`src/rtl/pc_pkg.sv`:
```
// Shared next-PC definitions: sequencer state encoding, default vectors and PC step.
package pc_pkg;

  // Sequencer states
  localparam logic [1:0] ST_BOOT = 2'd0;
  localparam logic [1:0] ST_RUN  = 2'd1;
  localparam logic [1:0] ST_HOLD = 2'd2;

  localparam logic [31:0] RESET_VECTOR_DEF = 32'h0040_0000;
  localparam logic [31:0] EXC_VECTOR_DEF   = 32'h0040_0004;
  localparam logic [31:0] PC_STEP          = 32'd4;

  // Word-align a redirect target by clearing the byte-offset bits
  function automatic logic [31:0] align_pc(input logic [31:0] target);
    return {target[31:2], 2'b00};
  endfunction

endpackage

```
`src/rtl/pc_pend_buf.sv`:
```
// Pending-request buffer: remembers a redirect or exception that arrived while
// the PC could not advance. An exception discards any pending redirect and blocks
// later redirects; a newer redirect overwrites an older one.
module pc_pend_buf (
  input  logic        clk,
  input  logic        rst_n,
  input  logic        clr,
  input  logic        set_exc,
  input  logic        set_redir,
  input  logic [31:0] redir_target,
  output logic        pend_valid,
  output logic        pend_exc,
  output logic [31:0] pend_target
);

  // Pending entry update: clear on apply, exception beats redirect
  always_ff @(posedge clk or negedge rst_n) begin
    if (!rst_n) begin
      pend_valid  <= 1'b0;
      pend_exc    <= 1'b0;
      pend_target <= 32'd0;
    end else if (clr) begin
      pend_valid <= 1'b0;
      pend_exc   <= 1'b0;
    end else if (set_exc) begin
      pend_exc   <= 1'b1;
      pend_valid <= 1'b0;
    end else if (set_redir && !pend_exc) begin
      pend_valid  <= 1'b1;
      pend_target <= redir_target;
    end
  end

endmodule

```
`src/rtl/pc_next_ctrl.sv`:
```
// Next-PC sequencer feeding pcreg. Outputs are combinational from state and inputs
// so pcreg loads the selected PC on the same clock edge.
//
// Handshake: pc_ena/pc_next act as valid/data toward pcreg; advance
// (imem_ready & ~stall) acts as ready. A PC is loaded only in a cycle where both
// are high (BOOT forces the reset vector unconditionally); requests seen while
// ready is low are held in the pending buffer until the next ready cycle.
module pc_next_ctrl
  import pc_pkg::*;
#(
  parameter logic [31:0] RESET_VECTOR = RESET_VECTOR_DEF,
  parameter logic [31:0] EXC_VECTOR   = EXC_VECTOR_DEF,
  parameter int          CNT_W        = 16
) (
  input  logic             clk,
  input  logic             rst_n,
  input  logic [31:0]      pc_cur,
  input  logic             imem_ready,
  input  logic             stall,
  input  logic             redir_valid,
  input  logic [31:0]      redir_target,
  input  logic             exc_valid,
  output logic [31:0]      pc_next,
  output logic             pc_ena,
  output logic             flush,
  output logic             misalign,
  output logic [CNT_W-1:0] stall_cycles
);

  logic [1:0]  state;
  logic [1:0]  state_nxt;
  logic        advance;
  logic        active;
  logic        pend_valid;
  logic        pend_exc;
  logic [31:0] pend_target;
  logic        pend_clr;
  logic        pend_set_exc;
  logic        pend_set_redir;

  assign advance        = imem_ready & ~stall;
  assign active         = (state != ST_BOOT);
  assign pend_clr       = active & advance;
  assign pend_set_exc   = active & ~advance & exc_valid;
  assign pend_set_redir = active & ~advance & redir_valid;

  pc_pend_buf u_pend (
    .clk          (clk),
    .rst_n        (rst_n),
    .clr          (pend_clr),
    .set_exc      (pend_set_exc),
    .set_redir    (pend_set_redir),
    .redir_target (redir_target),
    .pend_valid   (pend_valid),
    .pend_exc     (pend_exc),
    .pend_target  (pend_target)
  );

  // Source selection, output drive and next-state decision
  always_comb begin
    pc_next   = pc_cur;
    pc_ena    = 1'b0;
    flush     = 1'b0;
    misalign  = 1'b0;
    state_nxt = state;
    if (!active) begin
      // pc_ena follows rst_n so it stays low while reset is asserted
      pc_next   = RESET_VECTOR;
      pc_ena    = rst_n;
      state_nxt = ST_RUN;
    end else if (advance) begin
      pc_ena    = 1'b1;
      state_nxt = ST_RUN;
      if (exc_valid || pend_exc) begin
        pc_next = EXC_VECTOR;
        flush   = 1'b1;
      end else if (redir_valid) begin
        pc_next  = align_pc(redir_target);
        flush    = 1'b1;
        misalign = |redir_target[1:0];
      end else if (pend_valid) begin
        pc_next  = align_pc(pend_target);
        flush    = 1'b1;
        misalign = |pend_target[1:0];
      end else begin
        pc_next = pc_cur + PC_STEP;
      end
    end else begin
      if (exc_valid || redir_valid || pend_exc || pend_valid) state_nxt = ST_HOLD;
      else                                                   state_nxt = ST_RUN;
    end
  end

  // State register
  always_ff @(posedge clk or negedge rst_n) begin
    if (!rst_n) state <= ST_BOOT;
    else        state <= state_nxt;
  end

  // Saturating count of cycles the PC was blocked outside BOOT
  always_ff @(posedge clk or negedge rst_n) begin
    if (!rst_n) begin
      stall_cycles <= '0;
    end else if (active && !advance && (stall_cycles != {CNT_W{1'b1}})) begin
      stall_cycles <= stall_cycles + CNT_W'(1);
    end
  end

endmodule

```
`config.mk`:
```
export PLATFORM = sky130hd
export DESIGN_NAME = pc_next_ctrl
export DESIGN_NICKNAME = d
export VERILOG_FILES = /design/src/rtl/pc_pkg.sv /design/src/rtl/pc_pend_buf.sv /design/src/rtl/pc_next_ctrl.sv
export SDC_FILE = /design/constraint.sdc
export NUM_CORES = 1
export LEC_CHECK = 0
export CAP_MARGIN = 20
export CORE_ASPECT_RATIO = 0.7
export CORE_MARGIN = 1
export CORE_UTILIZATION = 40
export DETAILED_ROUTE_END_ITERATION = 16
export PLACE_DENSITY = 0.74
export SYNTH_ARGS = -nofsm -noshare
export SYNTH_HDL_FRONTEND = slang
export SYNTH_HIERARCHICAL = 1
export SYNTH_SLANG_ARGS = --single-unit
```
`constraint.sdc`:
```
create_clock -name clk -period 1.9 [get_ports clk]
set_input_delay 0.285 -clock clk [delete_from_list [all_inputs] [get_ports clk]]
set_output_delay 0.285 -clock clk [all_outputs]
set_load 0.05 [all_outputs]
```
After elaboration in Yosys (flattened, before gate mapping)
Index checks and enable logic that the tools add are counted.

word-level totals
  output and inout port bits = 51
  register bits after elaboration = 52

cells by class
  equal/unequal tests = 1
  mux-type cells = 25
  bitwise operators = 9
  reductions and logical operators = 15
  add/sub/neg operators = 2

operators by type and width
  operator                                       number
  2-to-1 mux 32 bit                              5
  adder 32 x 3 -> 32 bit, second input constant  1
  2-to-1 mux 1 bit                               17
  adder 16 x 1 -> 16 bit, second input constant  1
  != test 16 bit, second input constant          1
  2-to-1 mux 2 bit                               3
  bitwise AND 1 bit                              5
  logical OR 1 bit                               4
  inverter 1 bit                                 4
  nonzero test 2 bit                             2
  OR reduction 2 bit                             2
  logical AND 1 bit                              3
  AND reduction 3 bit                            1
  nonzero test 3 bit                             1
  logical NOT 1 bit                              2

Logic depth before layout (Yosys ltp)
  depth after elaboration = 9
  mapped depth = 8

Modules after synthesis
Netlist, hierarchy kept.

by module, submodules not included
  module        cells each  instances  area an instance (um2)
  pc_next_ctrl  343         1          2,431.1
  pc_pend_buf   75          1          1,293.7

Worst setup path after synthesis
OpenSTA, ideal clock, no wires.

  path type = input -> output
  start = input pc_cur[2]
  end = output pc_next[12]
  stages = 6
  required time = 1,615 ps
  arrival = 2,416 ps
  path buffers = 0
  slack = -801 ps
  cell sequence = ha_1 -> nand3_1 -> nor2_1 -> nand4_1 -> o21a_1 -> o32ai_1

on the way
  cells in the longest elaborated chain, start to end = 6

ends and longest elaborated chain
  item                    RTL line            source
  start, declared         pc_next_ctrl.sv:17  input logic [31:0] pc_cur,
  adder 32 x 3 -> 32 bit  pc_next_ctrl.sv:86  pc_next = pc_cur + PC_STEP;
  2-to-1 mux 32 bit       pc_next_ctrl.sv:81  end else if (pend_valid) begin
  2-to-1 mux 32 bit       pc_next_ctrl.sv:77  end else if (redir_valid) begin
  2-to-1 mux 32 bit       pc_next_ctrl.sv:74  if (exc_valid || pend_exc) begin
  2-to-1 mux 32 bit       pc_next_ctrl.sv:71  end else if (advance) begin
  2-to-1 mux 32 bit       pc_next_ctrl.sv:66  if (!active) begin
  end, declared           pc_next_ctrl.sv:23  output logic [31:0] pc_next,

No other way between the ends.

Worst setup path in the final report
  start = input redir_valid
  end = output pc_next[28]

on the way
  cells in the longest elaborated chain, start to end = 4

ends and longest elaborated chain
  item               RTL line            source
  start, declared    pc_next_ctrl.sv:20  input logic redir_valid,
  2-to-1 mux 32 bit  pc_next_ctrl.sv:77
  2-to-1 mux 32 bit  pc_next_ctrl.sv:74
  2-to-1 mux 32 bit  pc_next_ctrl.sv:71
  2-to-1 mux 32 bit  pc_next_ctrl.sv:66

No other way between the ends.

==> impl_metrics.csv <==
group,metric,value,unit
status,status,"complete, but fails checks",
status,violations,"setup timing",
clock_network,numCtsBuffers,5,
synthesis,synth.distinct_cells,63,
global_route,grt_pass1_vias,5278,
sta,hold_viol,0,
critical_path,endpoint_kind,"output port",
synthesis,yosys.area_share.adder,0.6718,%
layout,fin_cells,808,
global_route,grt_overflow,0,
synthesis,muxShareOfSynthArea,10.78,%
die,rows,29,
sta,fin_crit_sh,147.8,%
global_route,grt_pass1_wl,30.12,mm
power_and_ir_drop,p_per_area,1010,mW/mm2
layout,fillCellCount,324,
placed_design,dp.cells,742,
critical_path,cp-start-kind,"input pin",
synthesis,yosys_warnings,6,
sta,max_slew.worst_pin.slew,0.9029,ns
sta,rsz0062_at_grt,"true",
die,die-area,0.009708,mm2
placed_design,portBuffers,120,
route,drtIter0Drc,824,
clock_network,cts.htree.levels,2,
clock_network,cts_max_path_buffers,2,
clock_network,holdBufCountCts,0,
global_route,grtUsageTotal,41.32,%
sta,max_freq,356.0,MHz
job,drv_cap,0,
sta,finalSetupViolCount,81,
layout,nets,755,
critical_path,worstPathMaxFanout,9,
global_route,grt_max_degree,53,
synthesis,synth_compound_area_share,22.34,%
clock_network,clk_pin_slew,0.08,ns
power_and_ir_drop,vdd_drop_max,650.1,uV
min_path,hold_class,"in2async",
clock_network,clock-root-buffer,"clkbuf_16",
synthesis,synth_nets,490,
sta,period_minus_slack,2.809,ns
placed_design,gp_congestion,0.9339,
placed_design,pre_cts_ws,-0.7868,ns
layout,mostFrequentLayoutCells,"buf_4, clkdlybuf4s50_1, buf_6",
synthesis,synth-edff-count,0,
synthesis,ys_ff_latch,52,
sta,timing.slew.headroom,39.17,%
synthesis,postSynthCellCount,418,
sta,final.setup_skew,0.008746,ns
route,vias_per_cell,7.137,
layout,final_util,89.86,%
critical_path,worstSetupPathType,"in2out",
synthesis,avgSynthCellArea,8.911,um2
layout,drive_above_1_share,57.60,%
die,initial_core_util,41.23,%
layout,area_delta_synth_final,118.0,%
route,first_pass_iters,8,
synthesis,synth_top_family_by_area,"compound AO/OA/AOI/OAI gates",
clock_network,clock_latency,0.31,ns
die,core,0.009035,mm2
layout,seq_area,0.001310,mm2
layout,diodes,0,
placed_design,post_dp_cell_area,0.006365,mm2
route,postRouteAntennaNets,0,
global_route,antenna_found_initial,0,
layout,layout_commonest_cell,"buf_4",
critical_path,arrival,2.52,ns
synthesis,netlist_area,0.003725,mm2
synthesis,synthSimpleGateAreaFrac,21.97,%
route,finalWirelength,25.39,mm
synthesis,async_flop_share,100.0,%
die,ioPinCount,121,
synthesis,post_synth_xor_area_fraction,4.938,%
synthesis,seq_area_frac_synth,34.93,%
synthesis,synthFlopType,"dfrtp_1",
critical_path,worstPathRequired,1.62,ns
die,fp.dieH,82.74,um
clock_network,cts.sinks,52,
route,drcViolationCount,0,
power_and_ir_drop,p_leak,3.353,nW
sta,slew_viol_final,0,
layout,stdcell_area,0.008119,mm2
layout,multi_input_area,0.003358,mm2
route,vias,5767,
die,die_w,117.3,um
sta,setup_tns,-27.75,ns
clock_network,cts_tree,"yes",
sta,finalWorstSetupSlack,-0.9090,ns
route,wire_per_inst,31.42,um
placed_design,dp_hpwl,11.17,mm
==> state kept, by name, summed over array words and instances (netlist names) <==
register and flops:
u_pend/pend_valid 1, state 2, u_pend/pend_target 32, u_pend/pend_exc 1
stall_cycles 16
==> power breakdown <==
part	leakage, nW	total, mW	switching (mW)	internal [mW]
logic	2.64	5.01	2.63	2.38
clock network	0.0871	1.16	0.496	0.663
registers	0.631	2.03	0.477	1.56
total	3.35	8.20	3.60	4.60
==> kinds of logic (layout without fill, tap and decap cells) <==
family | after synthesis | in the layout
AO/OA/AOI/OAI | 121 | 121
XOR/XNOR | 21 | 21
adder cells (fa/ha/maj) | 2 | 2
buffers and inverters | 36 | 302
flip-flops | 52 | 52
multiplexers | 36 | 36
AND/OR/NAND/NOR | 150 | 150
==> area by class of cell <==
| class | instances | area share, % |
|---|---|---|
| Multi-Input combinational cell | 330 | 41.36 |
| Timing Repair Buffer | 282 | 37.85 |
| Sequential cell | 52 | 16.14 |
| Tap cell | 124 | 1.911 |
| Clock buffer | 6 | 1.711 |
| Inverter | 12 | 0.5548 |
| Clock inverter | 2 | 0.4777 |
==> critical path: stages <==
cell and delay [ns]:
dlygate4sd2_1 0.37, inv_1 0.15, buf_4 0.22, buf_4 0.18, o21ai_0 0.72, a221o_2 0.41
buf_8 0.17
==> per-layer routing <==
layer	global-route usage (%)	part of all wire, %	vias to the layer above
met1	50.06	34	2716
met3	9.753	14	269
li1	-	-	2110
met4	25.06	9.6	0
met5	0	0	-
met2	68.34	42	672
==> metrics by stage <==
stage,hold slack (ns),power [mW]
detailed placement,0.4931,5.500
CTS,0.2431,7.356
global route,0.3038,8.270
floorplan,-0.01059,3.987
global placement,0.4704,5.401
finish,0.2580,8.201
==> Yosys cell counts (all sizes together) (4+ instances only) <==
master / number / area (um2)
a21boi: 5 / 37.54
a21o: 4 / 30.03
a21oi: 13 / 65.06
a22o: 6 / 52.55
a22oi: 7 / 52.55
a31oi: 4 / 25.02
and2: 5 / 31.28
and3: 7 / 43.79
and4: 5 / 43.79
buf: 7 / 53.80
clkbuf: 17 / 63.81
dfrtp: 52 / 1301
inv: 12 / 45.04
mux2: 33 / 371.6
nand2: 33 / 123.9
nand2b: 6 / 37.54
nand3: 18 / 95.09
nand4: 16 / 112.6
nor2: 38 / 142.6
nor4: 6 / 52.55
o21ai: 36 / 180.2
o221ai: 9 / 78.83
o22ai: 7 / 43.79
o2bb2ai: 4 / 35.03
xnor2: 11 / 96.34
xor2: 10 / 87.58
==> path summary, 6_finish.rpt <==
check	startpoint	end	slack (ns)	cells after the start
setup / recovery	redir_valid	pc_next[28]	-0.91	7
hold / removal	rst_n	u_pend/pend_target[18]	0.26	2
setup reg to reg	state[1]	u_pend/pend_target[0]	-0.36	8
hold reg to reg	stall_cycles[12]	stall_cycles[12]	0.50	1
max in group asynchronous	rst_n	u_pend/pend_exc	1.08	2
min in group clk	stall_cycles[12]	stall_cycles[12]	0.50	1
==> timing repair <==
action	CTS	global route
setup endpoints to repair	67	79
buffers inserted	38	17
cloned	6	3
pin swaps	62	36
gates resized for setup	281	82
Note: power is estimated with default switching activity, not from simulation.
